`src/rtl/cpu_pkg.sv`:
```
// Shared types and constants for the single-cycle cpu core and its PC sequencer.
package cpu_pkg;
   localparam int          DEF_ADDR_W   = 32;
   localparam logic [31:0] DEF_RESET_PC = 32'h0000_0028;

   typedef enum logic [2:0] {
      PCS_IDLE,
      PCS_SETTLE,
      PCS_COMMIT,
      PCS_STEP_WAIT,
      PCS_HALTED
   } pcs_state_t;

   localparam logic [1:0] HC_EXT   = 2'd0;
   localparam logic [1:0] HC_LOOP  = 2'd1;
   localparam logic [1:0] HC_BP    = 2'd2;
   localparam logic [1:0] HC_LIMIT = 2'd3;
endpackage

```
`src/rtl/settle_counter.sv`:
```
// 4-bit loadable down-counter; done_o is high whenever the count has reached zero.
module settle_counter (
   input  logic       clk,
   input  logic       reset_n,
   input  logic       load_i,
   input  logic [3:0] load_val_i,
   input  logic       dec_i,
   output logic       done_o
);
   logic [3:0] count_q;

   always_ff @(posedge clk or negedge reset_n) begin
      if (!reset_n) begin
         count_q <= '0;
      end else if (load_i) begin
         count_q <= load_val_i;
      end else if (dec_i && (count_q != 4'd0)) begin
         count_q <= count_q - 4'd1;
      end
   end

   assign done_o = (count_q == 4'd0);
endmodule

```
`src/rtl/pc_sequencer.sv`:
```
// Program-counter driver for the cpu core: holds addr for a settle window, then
// captures the core's next address, with run/halt, single-step and halt detection.
module pc_sequencer
   import cpu_pkg::*;
#(
   parameter int                ADDR_W        = DEF_ADDR_W,
   parameter logic [ADDR_W-1:0] RESET_PC      = ADDR_W'(DEF_RESET_PC),
   parameter int                SETTLE_CYCLES = 1,
   parameter logic [15:0]       MAX_INSTR     = 16'd1024
) (
   input  logic              clk,
   input  logic              reset_n,
   input  logic              start,
   input  logic              step_mode,
   input  logic              step,
   input  logic              halt_req,
   input  logic              bp_en,
   input  logic [ADDR_W-1:0] bp_addr,
   input  logic [ADDR_W-1:0] next_addr,
   output logic [ADDR_W-1:0] addr,
   output logic              commit,
   output logic              busy,
   output logic              halted,
   output logic [1:0]        halt_cause,
   output logic [15:0]       instr_count
);
   localparam logic [3:0] SETTLE_LOAD = 4'(SETTLE_CYCLES - 1);

   pcs_state_t        state_q;
   logic [ADDR_W-1:0] addr_q;
   logic              commit_q;
   logic              busy_q;
   logic              halted_q;
   logic [1:0]        halt_cause_q;
   logic [15:0]       instr_count_q;
   logic              halt_pend_q;
   logic              bp_skip_q;

   logic              cnt_load;
   logic              cnt_dec;
   logic              cnt_done;
   logic              hit_ext;
   logic              hit_loop;
   logic              hit_bp;
   logic              hit_limit;
   logic              halt_any;
   logic [1:0]        cause_d;
   logic [15:0]       instr_count_d;

   settle_counter u_settle (
      .clk        (clk),
      .reset_n    (reset_n),
      .load_i     (cnt_load),
      .load_val_i (SETTLE_LOAD),
      .dec_i      (cnt_dec),
      .done_o     (cnt_done)
   );

   always_comb begin
      hit_ext       = halt_req || halt_pend_q;
      hit_loop      = (next_addr == addr_q);
      // bp_skip_q lets the instruction after a resume run past the breakpoint.
      hit_bp        = bp_en && !bp_skip_q && (next_addr == bp_addr);
      hit_limit     = (({1'b0, instr_count_q} + 17'd1) == {1'b0, MAX_INSTR});
      halt_any      = hit_ext || hit_loop || hit_bp || hit_limit;
      cause_d       = hit_ext  ? HC_EXT  :
                      hit_loop ? HC_LOOP :
                      hit_bp   ? HC_BP   : HC_LIMIT;
      instr_count_d = (instr_count_q == 16'hFFFF) ? instr_count_q : instr_count_q + 16'd1;
      cnt_dec       = (state_q == PCS_SETTLE);
      cnt_load      = 1'b0;
      case (state_q)
         PCS_IDLE:      cnt_load = start;
         PCS_COMMIT:    cnt_load = !halt_any && !step_mode;
         PCS_STEP_WAIT: cnt_load = step && !halt_req;
         PCS_HALTED:    cnt_load = start;
         default:       cnt_load = 1'b0;
      endcase
   end

   always_ff @(posedge clk or negedge reset_n) begin
      if (!reset_n) begin
         state_q       <= PCS_IDLE;
         addr_q        <= RESET_PC;
         commit_q      <= 1'b0;
         busy_q        <= 1'b0;
         halted_q      <= 1'b0;
         halt_cause_q  <= HC_EXT;
         instr_count_q <= '0;
         halt_pend_q   <= 1'b0;
         bp_skip_q     <= 1'b0;
      end else begin
         commit_q <= 1'b0;
         case (state_q)
            PCS_IDLE: begin
               if (start) begin
                  state_q <= PCS_SETTLE;
                  busy_q  <= 1'b1;
               end
            end
            PCS_SETTLE: begin
               if (halt_req) halt_pend_q <= 1'b1;
               if (cnt_done) state_q <= PCS_COMMIT;
            end
            PCS_COMMIT: begin
               addr_q        <= next_addr;
               instr_count_q <= instr_count_d;
               commit_q      <= 1'b1;
               bp_skip_q     <= 1'b0;
               if (halt_any) begin
                  state_q      <= PCS_HALTED;
                  busy_q       <= 1'b0;
                  halted_q     <= 1'b1;
                  halt_cause_q <= cause_d;
                  halt_pend_q  <= 1'b0;
               end else if (step_mode) begin
                  state_q <= PCS_STEP_WAIT;
               end else begin
                  state_q <= PCS_SETTLE;
               end
            end
            PCS_STEP_WAIT: begin
               if (halt_req) begin
                  state_q      <= PCS_HALTED;
                  busy_q       <= 1'b0;
                  halted_q     <= 1'b1;
                  halt_cause_q <= HC_EXT;
               end else if (step) begin
                  state_q <= PCS_SETTLE;
               end
            end
            PCS_HALTED: begin
               if (start) begin
                  state_q      <= PCS_SETTLE;
                  busy_q       <= 1'b1;
                  halted_q     <= 1'b0;
                  halt_cause_q <= HC_EXT;
                  bp_skip_q    <= 1'b1;
               end
            end
            default: state_q <= PCS_IDLE;
         endcase
      end
   end

   assign addr        = addr_q;
   assign commit      = commit_q;
   assign busy        = busy_q;
   assign halted      = halted_q;
   assign halt_cause  = halt_cause_q;
   assign instr_count = instr_count_q;
endmodule
```
`config.mk`:
```
export PLATFORM = sky130hd
export DESIGN_NAME = pc_sequencer
export DESIGN_NICKNAME = d
export VERILOG_FILES = /design/src/rtl/cpu_pkg.sv /design/src/rtl/settle_counter.sv /design/src/rtl/pc_sequencer.sv
export SDC_FILE = /design/constraint.sdc
export NUM_CORES = 1
export LEC_CHECK = 0
export ABC_AREA = 1
export ABC_CLOCK_PERIOD_IN_PS = 2500
export BUFFER_PORTS_ARGS = -buffer_cell sky130_fd_sc_hd__buf_2
export CAP_MARGIN = 30
export CORE_AREA = 3 3 87 110
export DETAILED_ROUTE_END_ITERATION = 10
export DIE_AREA = 0 0 90 113
export PLACE_DENSITY = 0.83
export SYNTH_ARGS = -nofsm -noshare
export SYNTH_HDL_FRONTEND = slang
export SYNTH_HIERARCHICAL = 1
export SYNTH_SLANG_ARGS = --single-unit
```
`constraint.sdc`:
```
create_clock -name clk -period 2.5 [get_ports clk]
set_clock_uncertainty 0.1 [all_clocks]
set_input_delay 0.125 -clock clk [delete_from_list [all_inputs] [get_ports clk]]
set_output_delay 0.125 -clock clk [all_outputs]
set_load 0.01 [all_outputs]
```
==> impl_metrics.toml <==
[drt]
wire_per_inst_um = 13.6
vias_per_cell = 4.88
drtIter0Drc = 252
vias = 4369
wl_mm = 12.2
drt.antenna.violating_nets = 0
dr.pass1.iters = 5
drc_errors = 0

[worst_setup_path]
cp_max_fo = 8
r2r-end = "u_settle/count_q[3]"
crit_end = "u_settle/count_q[3]"
worst_setup_path_end_kind = "flop"
cp.required_ns = 2.64
cp.arrival_ns = 2.43
crit_start = "instr_count[0]"
worst-r2r-setup-slack_ns = 0.22
worst-setup-path-type = "flop to flop"
r2r-start = "instr_count[0]"
start_kind = "flop"
worst_r2r_path_depth = 16

[final_layout]
syn_to_final_growth_pct = 33.1
num_antenna_cells = 0
finalNetCount = 845
n_fill_cell = 772
drive_gt1_share_pct = 22.4
final_util_pct = 61.9

[synth]
synth_seq_cells = 62
synth_top_area_share_pct = 37.3
yosysMostFrequentCell = "nand2_1"
yosys_warnings = 6
syn_avg_cell_area_um2 = 6.63
synthTopCellsByCount = "nand2_1, inv_1, dfrtp_1, nor2_1, o21ai_0"
synth_enable_flop_cells = 0
synthArstFlopShare_pct = 100
syn-instance-count = 607
ys_dominant_reg_cell = "dfrtp_1"
synth_cell_types = 29
netlist_area_um2 = 4020
yosysTopAreaCell = "dfrtp_1"
ys_top_cells_by_area = "dfrtp_1, nand2_1, inv_1"
synth_seq_area_share_pct = 38.6

[timing]
fmax_ghz = 0.438
slew_violations = 0
period_needed_ns = 2.28
hold_viol_final = 0
totalNegativeSetupSlack_ns = 0
max_slew_margin_pct = 59.7
fin_crit_sh_pct = 91.3
worst_slack_ns = 0.217
setup_violations = 0
worst_pin_slew_ns = 0.600

[floorplan]
die_y_um = 113
die_area_um2 = 10200
start_util_pct = 46.5
die_width_um = 90
core_region_area_um2 = 8650
io_pins = 124
placementRows = 38

[power_and_ir_drop]
switching_power_mw = 2.12
intPower_mw = 2.98
switching_share_pct = 41.5
pwr-share-seq_pct = 35.9
p_comb_share_pct = 44.4
p_per_area_nw_per_um2 = 952
clkPwrFrac_pct = 19.8
irDropWorstVdd_v = 0.000439
p_leak_nw = 2.87

[clock_network]
cts_tree = "done"
htree_levels = 3
cts_buffers = 9
clockBufferDepth = 2
ctsRootBufferMaster = "clkbuf_8"
insertion_delay_ns = 0.34
cts.sinks = 62
clkTransAtPathRegs_ns = 0.07

[global_route]
grt_usage_pct = 24.0
first_global_vias = 4397
grt_max_degree = 51
use_met1_pct = 25.3
use_met3_pct = 3.92
gr-total-overflow = 0
grt.busiest_layer = "met2"
grt_pass1_wl_mm = 19.6
antenna_found_initial = 0
use_met2_pct = 44.6

[min_path]
min_path_type = "input pin to flop"

[placed_design]
portBuffers = 123
gp_congestion = 0.980
dpl_worst_slack_ns = -0.115
dp_hpwl_mm = 9.14

[run]
maxCapViolCount = 0

[status]
outcome = "finished, final reports clean"
## registers in the layout, summed over array words and instances, names as in the netlist
register          cells
addr                 32
halt_cause            2
halted                1
state_q               3
halt_pend_q           1
instr_count          16
busy                  1
bp_skip_q             1
commit                1
u_settle/count_q      4
## per-stage QoR
stage	cell area (um2)	std cells	hold slack (ns)	total power, mW
after floorplan	4040	610	-0.271	3.21
after global placement	4790	849	0.0405	3.91
after detailed placement	4790	849	0.0564	4.01
after CTS	5320	894	0.000803	5.07
after global routing	5350	896	0.0443	5.49
final	5350	896	0.0158	5.10
## worst min-delay path by stage
| stage | from | endpoint | cells after the start |
|---|---|---|---|
| after global routing | next_addr[17] | addr[17] | 3 |
| after CTS | next_addr[19] | addr[19] | 3 |
| final | next_addr[19] | addr[19] | 3 |
| after global placement | reset_n | commit | 1 |
| after detailed placement | reset_n | addr[22] | 1 |
| after floorplan | reset_n | addr[0] | 0 |
## final cells by class
class / count / area, um2 / share of cell area, %
flip-flops and latches: 62 / 1560 / 29.0
well taps: 120 / 150 / 2.80
clock inverters: 4 / 70.1 / 1.31
multi-input cells: 450 / 2120 / 39.6
repair buffers: 161 / 976 / 18.2
clock buffers: 11 / 151 / 2.83
inverters: 88 / 330 / 6.17
## metal layers
layer | vias up | share of wire [%]
met5 | - | 0
met4 | 0 | 3.5
met3 | 34 | 5.8
met2 | 172 | 52
met1 | 1978 | 38
li1 | 2185 | -
## power groups by stage
stage / logic (mW) / registers [mW] / clock network (mW)
2_1_floorplan: 1.27 / 1.94 / 0
3_3_place_gp: 2.10 / 1.81 / 0
3_5_place_dp: 2.17 / 1.84 / 0
4_1_cts: 2.22 / 1.82 / 1.03
5_1_grt: 2.56 / 1.88 / 1.06
6_report: 2.26 / 1.83 / 1.01
## placed cells by master (no fill, tap or decap), drive strengths merged, types with 4 or more instances in the layout
cell,Yosys,routed
nand2,233,233
buf,4,131
inv,87,87
nor2,63,63
dfrtp,60,60
o21ai,59,59
dlygate4sd3,0,30
xnor2,26,26
nand3,24,24
nand4,11,11
clkbuf,6,11
or2,7,7
xor2,6,6
a21oi,5,5
nand3b,4,4
conb,1,4
## cells by family after synthesis
logic type / after synthesis / synth area share, %
buffers and inverters: 98 / 9.48
xor gates and xnor gates: 32 / 6.97
other: 1 / 0.0932
AOI/OAI and AO/OA: 67 / 8.43
DFF: 62 / 38.6
and+or+nand+nor: 345 / 35.8
adders and majority gates: 2 / 0.622
## timing repair
item,4_1_cts,5_1_grt
setup buffers,0,2
hold buffers,30,0
setup endpoints to repair,4,5
hold endpoints to repair,51,0
pin swaps,0,1
resized for setup,1,6
## worst max-delay path, stage by stage, from the launching register on
cell and delay [ns]:
dfrtp_2 0.41, ha_2 0.21, nand2_1 0.11, nor2_4 0.16, nand3_1 0.11, nand2_1 0.08, nand2_1 0.06, nand2_1 0.07
nor2_1 0.05, nand3_2 0.10, nand3_2 0.12, o21ai_4 0.26, inv_2 0.11, nand3b_1 0.10, nand2_1 0.06, clkinv_1 0.04
nand2_1 0.04
Note: power is estimated with default switching activity, not from simulation.
